[src/rtl/pdl_pkg.sv]
// Shared definitions for the PDL PUF evaluation controller, the PDL PUF and its bench.
package pdl_pkg;

  localparam int unsigned PdlWidthDefault = 64;

  typedef enum logic [2:0] {
    StIdle,
    StArm,
    StSettle,
    StSample,
    StDone
  } state_e;

  function automatic bit params_legal(input int unsigned num_evals,
                                      input int unsigned reset_cycles,
                                      input int unsigned settle_cycles);
    return (num_evals >= 1) && (num_evals % 2 == 1) && (reset_cycles >= 1) &&
           (settle_cycles >= 3);
  endfunction

endpackage

[src/rtl/pdl_vote_counter.sv]
// One PUF bit: 2-flop synchroniser, ones counter, majority and unanimity flags.
module pdl_vote_counter #(
  parameter int unsigned NUM_EVALS = 7
) (
  input  logic clk,
  input  logic reset,
  input  logic clear,
  input  logic sample,
  input  logic puf_o,
  output logic majority,
  output logic unstable
);

  localparam int unsigned CntW = $clog2(NUM_EVALS + 1);

  logic [1:0]      sync_q;
  logic [CntW-1:0] ones_q;
  logic [CntW-1:0] ones_d;
  logic            majority_q;
  logic            unstable_q;

  assign ones_d = ones_q + CntW'(sync_q[1]);

  always_ff @(posedge clk) begin
    if (reset) begin
      sync_q     <= '0;
      ones_q     <= '0;
      majority_q <= 1'b0;
      unstable_q <= 1'b0;
    end else begin
      sync_q <= {sync_q[0], puf_o};
      if (clear) begin
        ones_q     <= '0;
        majority_q <= 1'b0;
        unstable_q <= 1'b0;
      end else if (sample) begin
        // Flags track the running count, so they are final once the last sample lands.
        ones_q     <= ones_d;
        majority_q <= (ones_d > CntW'(NUM_EVALS / 2));
        unstable_q <= (ones_d != '0) && (ones_d != CntW'(NUM_EVALS));
      end
    end
  end

  assign majority = majority_q;
  assign unstable = unstable_q;

endmodule

[src/rtl/pdl_puf_controller.sv]
// Runs NUM_EVALS reset/launch/sample rounds per challenge and returns a majority-voted word.
module pdl_puf_controller
  import pdl_pkg::*;
#(
  parameter int unsigned NUM_PUF       = 16,
  parameter int unsigned PDL_WIDTH     = PdlWidthDefault,
  parameter int unsigned NUM_EVALS     = 7,
  parameter int unsigned RESET_CYCLES  = 2,
  parameter int unsigned SETTLE_CYCLES = 8
) (
  input  logic                 clk,
  input  logic                 reset,
  input  logic                 chal_valid,
  output logic                 chal_ready,
  input  logic [PDL_WIDTH-1:0] chal_top,
  input  logic [PDL_WIDTH-1:0] chal_bottom,
  output logic                 resp_valid,
  input  logic                 resp_ready,
  output logic [NUM_PUF-1:0]   resp_bits,
  output logic [NUM_PUF-1:0]   resp_unstable,
  output logic [PDL_WIDTH-1:0] puf_s_tp,
  output logic [PDL_WIDTH-1:0] puf_s_btm,
  output logic                 puf_launch,
  output logic                 puf_reset,
  input  logic [NUM_PUF-1:0]   puf_o
);

  localparam int unsigned CntW   = $clog2(NUM_EVALS + 1);
  localparam int unsigned TmrMax = (RESET_CYCLES > SETTLE_CYCLES) ? RESET_CYCLES : SETTLE_CYCLES;
  localparam int unsigned TmrW   = $clog2(TmrMax + 1);

  if (!params_legal(NUM_EVALS, RESET_CYCLES, SETTLE_CYCLES)) begin : g_illegal_params
    $error("pdl_puf_controller: NUM_EVALS must be odd, RESET_CYCLES>=1, SETTLE_CYCLES>=3");
  end

  state_e               state_q;
  logic [CntW-1:0]      eval_q;
  logic [CntW-1:0]      eval_nxt;
  logic [TmrW-1:0]      tmr_q;
  logic                 resp_valid_q;
  logic                 launch_q;
  logic                 puf_reset_q;
  logic [PDL_WIDTH-1:0] s_tp_q;
  logic [PDL_WIDTH-1:0] s_btm_q;
  logic                 accept;
  logic                 sample;

  assign accept   = (state_q == StIdle) && chal_valid;
  assign sample   = (state_q == StSample);
  assign eval_nxt = eval_q + CntW'(1);

  always_ff @(posedge clk) begin
    if (reset) begin
      state_q      <= StIdle;
      eval_q       <= '0;
      tmr_q        <= '0;
      resp_valid_q <= 1'b0;
      launch_q     <= 1'b0;
      puf_reset_q  <= 1'b1;
      s_tp_q       <= '0;
      s_btm_q      <= '0;
    end else begin
      unique case (state_q)
        StIdle: begin
          if (chal_valid) begin
            s_tp_q  <= chal_top;
            s_btm_q <= chal_bottom;
            eval_q  <= '0;
            tmr_q   <= '0;
            state_q <= StArm;
          end
        end
        StArm: begin
          if (tmr_q == TmrW'(RESET_CYCLES - 1)) begin
            tmr_q       <= '0;
            puf_reset_q <= 1'b0;
            launch_q    <= 1'b1;
            state_q     <= StSettle;
          end else begin
            tmr_q <= tmr_q + TmrW'(1);
          end
        end
        StSettle: begin
          if (tmr_q == TmrW'(SETTLE_CYCLES - 1)) begin
            tmr_q   <= '0;
            state_q <= StSample;
          end else begin
            tmr_q <= tmr_q + TmrW'(1);
          end
        end
        StSample: begin
          // Launch drops here so the arbiters get the full clear window before the next race.
          eval_q      <= eval_nxt;
          launch_q    <= 1'b0;
          puf_reset_q <= 1'b1;
          if (eval_nxt < CntW'(NUM_EVALS)) begin
            state_q <= StArm;
          end else begin
            resp_valid_q <= 1'b1;
            state_q      <= StDone;
          end
        end
        StDone: begin
          if (resp_ready) begin
            resp_valid_q <= 1'b0;
            state_q      <= StIdle;
          end
        end
        default: state_q <= StIdle;
      endcase
    end
  end

  for (genvar i = 0; i < NUM_PUF; i++) begin : g_vote
    pdl_vote_counter #(
      .NUM_EVALS(NUM_EVALS)
    ) u_vote (
      .clk      (clk),
      .reset    (reset),
      .clear    (accept),
      .sample   (sample),
      .puf_o    (puf_o[i]),
      .majority (resp_bits[i]),
      .unstable (resp_unstable[i])
    );
  end

  assign chal_ready = (state_q == StIdle) && !reset;
  assign resp_valid = resp_valid_q;
  assign puf_s_tp   = s_tp_q;
  assign puf_s_btm  = s_btm_q;
  assign puf_launch = launch_q;
  assign puf_reset  = puf_reset_q;

endmodule

[config.mk]
export PLATFORM = sky130hd
export DESIGN_NAME = pdl_puf_controller
export DESIGN_NICKNAME = d
export VERILOG_FILES = /design/src/rtl/pdl_pkg.sv /design/src/rtl/pdl_vote_counter.sv /design/src/rtl/pdl_puf_controller.sv
export SDC_FILE = /design/constraint.sdc
export NUM_CORES = 1
export LEC_CHECK = 0
export ABC_AREA = 1
export CAP_MARGIN = 25
export CORE_ASPECT_RATIO = 1.1
export CORE_MARGIN = 4
export CORE_UTILIZATION = 36
export DETAILED_ROUTE_END_ITERATION = 12
export GPL_TIMING_DRIVEN = 0
export SETUP_SLACK_MARGIN = 0.2
export SLEW_MARGIN = 5
export SYNTH_ARGS = -nofsm -noshare
export SYNTH_HDL_FRONTEND = slang
export SYNTH_HIERARCHICAL = 1
export SYNTH_SLANG_ARGS = --single-unit
[constraint.sdc]
create_clock -name clk -period 12.1 [get_ports clk]
set_clock_uncertainty 0.2 [all_clocks]
set_input_delay 2.42 -clock clk [delete_from_list [all_inputs] [get_ports clk]]
set_output_delay 2.42 -clock clk [all_outputs]
set_load 0.1 [all_outputs]
# Yosys cells after proc, flatten, opt, wreduce, memory -nomap -nowiden

Cells that the tools add are included.

Mux-type cells: 19
Reduce and logical (&&, ||, !) cells: 47
Add/subtract/negate cells: 18
Equal/unequal tests: 27
Order comparisons: 17

Operators by type and width:

| kind                                                                  | number |
|---|---|
| 3-bit nonzero test                                                    | 17 |
| 3-bit by 1-bit adder with 3-bit output                                | 16 |
| 3-bit by 2-bit > comparator with 1-bit output (second input constant) | 16 |
| 3-bit != test (second input constant)                                 | 16 |
| 1-bit logical AND                                                     | 18 |
| 3-bit two-way mux                                                     | 6 |
| 3-bit one-hot mux with 5 select lines                                 | 1 |
| 4-bit two-way mux                                                     | 3 |
| 4-bit one-hot mux with 3 select lines                                 | 1 |
| 2-bit != test (second input constant)                                 | 5 |
| 2-bit AND reduction                                                   | 4 |
| 3-bit by 2-bit == test with 1-bit output (second input constant)      | 2 |
| 1-bit one-hot mux with 2 select lines                                 | 3 |
| 3-bit one-hot mux with 2 select lines                                 | 1 |
| 2-bit nonzero test                                                    | 3 |
| 4-bit by 1-bit adder with 4-bit output (second input constant)        | 1 |
| 4-bit by 1-bit == test with 1-bit output (second input constant)      | 1 |
| 4-bit by 3-bit == test with 1-bit output (second input constant)      | 1 |
| 1-bit two-way mux                                                     | 4 |
| 4-bit AND reduction                                                   | 1 |
| 3-bit by 1-bit adder with 3-bit output (second input constant)        | 1 |
| 3-bit by 1-bit == test with 1-bit output (second input constant)      | 1 |
| 3-bit == test (second input constant)                                 | 1 |
| 3-bit logical NOT                                                     | 1 |
| 4 further kinds                                                       | 4 |

Output and inout bits: 164
Logic and storage cells: 200
Register bits after elaboration: 253

# Depth between registers and ports, before layout

Gate-level depths: netlist (run 1).

Depth in word-level cells: 4
Mapped depth: 9
Mapped depth without buffers: 9

# Cells and area by module

Netlist (run 1), hierarchy kept.

Modules (own cells, without submodules):

| module             | cells each | area an instance (µm²) | times used |
|---|---|---|---|
| pdl_puf_controller | 660        | 5073.6                 | 1 |
| pdl_vote_counter   | 40         | 295.3                  | 16 |

# Least setup slack after synthesis (run 1)

Ideal clock, no wire load.

Kind: input to output
Start point: in reset
End point: out chal_ready
Slack: 4629 ps
Arrival: 4851 ps
Data required time: 9480 ps
Buffers on the path: 2
Cell stages on the path: 3
Cell sequence: buf_2 buf_1 nor3_1

Cells in the longest elaborated chain, start to end: 2

RTL lines:

| item              | RTL line                  | text |
|---|---|---|
| from (decl)       | pdl_puf_controller.sv:12  | `input logic reset,` |
| 1-bit logical NOT | pdl_puf_controller.sv:128 | `assign chal_ready = (state_q == StIdle) && !reset;` |
| 1-bit logical AND | pdl_puf_controller.sv:128 |  |
| to (decl)         | pdl_puf_controller.sv:14  | `output logic chal_ready,` |

Every way passes these cells.

# Worst setup path in the final report (run 1)

Ends and elaborated chain as after synthesis.

==> results of run 1 <==
==> area by class of cell <==
cell class,count,area share
plain buffers,43,0.0151
clock buffers,45,0.0596
clock inverters,4,0.00139
inverters,112,0.0293
multi-input cells,892,0.286
flip-flops and latches,253,0.353
well taps,357,0.0311
repair buffers,316,0.225
==> cells by family after synthesis <==
kind of cell	Yosys count	share of synthesized area
AND/OR/NAND/NOR	633	0.258
flip-flops	253	0.517
AO/OA/AOI/OAI	223	0.114
buffers and inverters	155	0.0650
adder cells (fa/ha/maj)	35	0.0447
XOR/XNOR	1	0.000894
==> through the flow <==
stage | worst slack, ns | utilization | instances | area, um2
2_1_floorplan | 4.63 | - | 1300 | 9800
4_1_cts | 4.52 | 0.534 | 2022 | 14400
3_3_place_gp | 3.10 | 0.497 | 1968 | 13400
3_5_place_dp | 4.52 | 0.502 | 1973 | 13500
6_report | 4.59 | 0.534 | 2022 | 14400
5_1_grt | 4.45 | 0.534 | 2022 | 14400
==> path summary, 6_finish.rpt <==
kind / start / end / slack (ns) / cells after the start
setup / recovery: reset / chal_ready / 4.59 / 6
hold / removal: g_vote[8].u_vote/sync_q[0]$_SDFF_PP0_ / g_vote[8].u_vote/sync_q[1]$_SDFF_PP0_ / 0.20 / 2
hold reg to reg: g_vote[8].u_vote/sync_q[0]$_SDFF_PP0_ / g_vote[8].u_vote/sync_q[1]$_SDFF_PP0_ / 0.20 / 2
setup reg to reg: state_q[1]$_SDFFE_PP0P_ / g_vote[8].u_vote/majority$_SDFFE_PP0P_ / 9.98 / 7
==> sequential cells by signal, summed over array words and instances, names as in the netlist <==
name                    flops
eval_q                      3
g_vote.u_vote/majority     16
g_vote.u_vote/ones_q       48
g_vote.u_vote/sync_q       32
g_vote.u_vote/unstable     16
puf_launch                  1
puf_reset                   1
puf_s_btm                  64
puf_s_tp                   64
resp_valid                  1
state_q                     3
tmr_q                       4
==> tightest hold or removal path: cells and delay by family (launching register included) <==
kind / cells / cell delay (ns)
buffers and inverters: 1 / 0.04
DFF: 1 / 0.29
and+or+nand+nor: 1 / 0.03
==> metal layers <==
layer	share of wire	track usage	wire (um)	vias to the layer above
li1	-	-	-	4831
met1	0.40	0.225	12000	4177
met2	0.47	0.330	13900	259
met3	0.10	0.0794	3050	54
met4	0.023	0.0492	690	8
met5	0.0016	0	49	-
==> power breakdown <==
part           switching [uW]  internal [uW]
Sequential               49.0            920
Combinational             883            296
Clock                     329            478
Total                    1260           1690
==> synth_stat cells <==
cell type and n:
or2_1 16, dfxtp_1 253, buf_1 1, inv_2 2, buf_2 23, nand3_2 1, a22oi_1 1, o21bai_1 1
buf_6 1, nor2_2 1, clkbuf_1 13, nand2_1 473, o21ai_0 4, ha_1 35, a21oi_1 217, xor2_1 1
nand3b_1 2, inv_1 110, nand4_1 2, buf_4 5, nor3_1 2, nand3_1 71, nor2_1 65
==> reports/metrics.yaml, run 1 <==
slew_headroom: 0.262
cpPeakStageDelay_ns: 1.01
place_hpwl_mm: 22.3
critPathTopFamily: "buffers and inverters"
num_rows: 63
critPathLaunchType: "input pin"
mostFrequentLayoutCells: "nand2_1, clkdlybuf4s50_1, dfxtp_1, a21oi_1, inv_1"
final_common_cell: "nand2_1"
synth.top_cell.area_share: 0.517
nets: 1829
clock_latency_ns: 0.52
drtAntennaViolNets: 0
ir_worst_vdd_mv: 0.110
drv_cap: 0
outcome: "finished clean"
die_h_um: 181
syn-instance-count: 1300
nFillCells: 2607
worst_path_max_delay_cell: "clkdlybuf4s50_1"
max_freq_ghz: 0.133
finalPower_uw: 2960
drive_above_1_share: 0.0480
grt_pass1_vias: 9247
seq_area_frac_synth: 0.517
syn_area_um2: 9800
regArea_um2: 5060
path_max_fanout: 35
vias: 9329
p_leak_uw: 0.00565
die_w_um: 165
drt-pass1-iter-count: 5
ys_warn_count: 6
drv_slew: 0
via_per_inst: 4.61
routabilityCongestion: 0.783
multi_input_area_um2: 4100
ctsHoldBuffers: 0
ys_types: 23
rsz0062_at_grt: "no"
path_clk_slew_ns: 0.06
cp_cell_sequence: "buf_2, buf_12, buf_2, buf_1, nor3_1, clkdlybuf4s50_1"
totalWireLength_mm: 29.7
timing.setup.tns_ns: 0
grt_overflow: 0
post_cts_buffers: 0
tightest_slew_ns: 1.10
grt.total_usage: 0.194
antenna_cells: 0
fin_crit_ns: 7.51
crit_type: "in -> out"
synthesis.nets: 1483
h-tree-depth: 1
path_common_cell: "buf_2"
yosys_register_bits: 253
io_pins: 312
hold_viol_final: 0
fin_crit_sh: 0.621
grt_max_degree: 41
grt_pass1_wl_mm: 47.1
drt_iter0_markers: 427
clock-sinks: 253
cts_root_buf: "clkbuf_16"
synth_largest_area_cell: "dfxtp_1"
cts_tree: "yes"
finalSetupViolCount: 0
syn_area_per_cell_um2: 7.54
antenna_found_initial: 4
crit_arrival_ns: 4.89
hold_ws_ns: 0.199
portBuffers: 311
core_area_um2: 26900
cp-end-kind: "primary output"
cts_made_buffers: 28
required_ns: 9.48
wire_per_inst_um: 14.7
cts_buffer_depth: 3
die_area_um2: 29900
synth.area.top_cells: "dfxtp_1, nand2_1, a21oi_1"
start_util: 0.365
drcViolationCount: 0
cp_num_buf_inv: 5
p_per_area_nw_per_um2: 206
hold_class: "reg -> reg"
cts_resized: 0
syn2layout_area_growth_pct: 46.5
No activity file was read; power rests on OpenSTA's default activity.
==> run 2: changes to the inputs <==
clock period = 7.1 ns   (was 12.1 ns; I/O delays follow)
==> results of run 2 <==
Same layout as run 1 (identical final DEF). Status: finished clean.
Among the figures that moved: setup slack after placement 4.52 ns -> 1.52 ns; setup slack after layout 4.59 ns -> 1.59 ns; register-to-register setup slack 9.98 ns -> 4.98 ns; total power 2960 uW -> 5040 uW; worst IR drop on VDD 0.110 mV -> 0.187 mV
==> run 3: changes to the inputs <==
PLACE_DENSITY = 0.67   (was default)
clock period = 4.75 ns   (was 7.1 ns; I/O delays follow)
==> run 3 against run 2 <==
  * Routed wire length up 0.75%
  * Highest routed layer unchanged
  * Largest power group unchanged
  * Total power up 54%
  * Critical path depth unchanged
  * Critical endpoint unchanged
  * Combinational power up 50%
  * First-iteration DRC count up 23%
  * Critical path type unchanged
==> reports/metrics.yaml, run 3 (synthesis results as in run 1) <==
dr_wl_met2_mm: 14.1
fin_crit_sh: 0.883
cts_buffer_depth: 3
syn2layout_area_growth_pct: 48.3
slew_headroom: 0.259
antenna_cells: 0
critPathLaunchType: "input pin"
drcViolationCount: 0
cts_tree: "yes"
rsz0062_at_grt: "no"
drt-pass1-iter-count: 5
wire_per_inst_um: 14.8
hold_ws_ns: 0.202
r2r-end: "g_vote[9].u_vote/ones_q[1]$_SDFFE_PP0P_"
p_leak_uw: 0.00573
grt.total_usage: 0.193
met3WireLength_mm: 2.92
fin_crit_ns: 4.19
grt_overflow: 0
hold_class: "reg -> reg"
start_util: 0.365
num_rows: 63
drv_cap: 0
cts_made_buffers: 29
fin_ws_ns: 0.556
hold_viol_final: 0
crit_arrival_ns: 3.04
clock_latency_ns: 0.55
rr_worst_depth: 6
totalWireLength_mm: 30.0
outcome: "finished clean"
p_per_area_nw_per_um2: 533
final_util: 0.541
drt_iter0_markers: 524
dp_slack_ns: 0.222
clock-sinks: 253
placedCellCount: 1976
routabilityCongestion: 0.848
r2r_slack_ns: 2.83
path_max_fanout: 42
via_per_inst: 4.66
drive_above_1_share: 0.0545
min_to: "g_vote[8].u_vote/sync_q[1]$_SDFF_PP0_"
drtAntennaViolNets: 0
io_pins: 312
nets: 1833
mostFrequentLayoutCells: "nand2_1, clkdlybuf4s50_1, dfxtp_1, a21oi_1, inv_1"
die_area_um2: 29900
timing.setup.tns_ns: 0
core_area_um2: 26900
place_hpwl_mm: 22.6
ctsHoldBuffers: 0
h-tree-depth: 1
crit_type: "in -> out"
regToRegStartpoint: "state_q[2]$_SDFFE_PP0P_"
max_freq_ghz: 0.238
grt_pass1_wl_mm: 46.5
die_w_um: 165
wl_met1_mm: 11.8
portBuffers: 311
drv_slew: 0
worstHoldStart: "g_vote[8].u_vote/sync_q[0]$_SDFF_PP0_"
top_layer_used: "met5"
cp-end-kind: "primary output"
finalSetupViolCount: 0
nFillCells: 2564
die_h_um: 181
path_clk_slew_ns: 0.06
min_path_cells: 2
vias: 9444
antenna_found_initial: 5
tightest_slew_ns: 1.11
required_ns: 3.60
ir_worst_vdd_mv: 0.331
final_common_cell: "nand2_1"
grt_pass1_vias: 9182
cts_root_buf: "clkbuf_16"
grt_max_degree: 43
final_cells: 2027
[run 3: cell count changes in the layout (fill, tap and decap cells not counted), sizes merged]
cell	before	now
inv	112	115
clkinvlp	0	2
dlygate4sd2	0	1
clkbuf	58	50
clkinv	4	6
bufinv	0	3
clkdlybuf4s50	310	309
buf	36	39
[run 3: timing repair]
| item | in CTS | in global routing |
|---|---|---|
| setup endpoints to repair | 1 | 0 |
| setup buffers | 0 | 0 |
| gates resized for setup | 1 | 0 |
[run 3: metrics by stage]
| stage | power (uW) | instance area, um2 |
|---|---|---|
| final | 7740 | 14500 |
| after global routing | 8100 | 14500 |
| after CTS | 7830 | 14500 |
| after detailed placement | 5550 | 13600 |
| after global placement | 5480 | 13400 |
| after floorplan | 4650 | 9800 |
[run 3: power by group]
| part | switching, uW | internal [uW] |
|---|---|---|
| combinational | 2250 | 770 |
| sequential | 122 | 2340 |
| clock | 897 | 1360 |
[run 3: critical path, stage by stage]
cell and delay, ns:
buf_2 0.16, buf_12 0.19, buf_2 0.22, buf_1 0.29, nor3_1 0.30, dlygate4sd2_1 0.90
[run 3: layout make-up]
| type | instances | area (um2) | share of cell area |
|---|---|---|---|
| repair buffers | 319 | 3300 | 0.227 |
| multi-input cells | 892 | 4100 | 0.282 |
| plain buffers | 43 | 216 | 0.0149 |
| clock inverters | 14 | 168 | 0.0115 |
| well taps | 357 | 447 | 0.0307 |
| flip-flops and latches | 253 | 5060 | 0.349 |
| inverters | 112 | 420 | 0.0289 |
| clock buffers | 37 | 806 | 0.0555 |
[run 3: how the worst max path moves through the flow]
stage          start         end  slack (ns)  cells past startpoint
6_report       reset  chal_ready        0.56                      6
4_1_cts        reset  chal_ready        0.49                      6
5_1_grt        reset  chal_ready        0.46                      6
3_5_place_dp   reset  chal_ready        0.22                      6
2_1_floorplan  reset  chal_ready        0.22                      3
3_3_place_gp   reset  chal_ready       -1.37                      5
[run 3: metal layers]
metal  track usage  up-vias
met5             0        -
met4        0.0653       10
met3        0.0769       72
met2         0.326      272
met1         0.221     4244
li1              -     4846
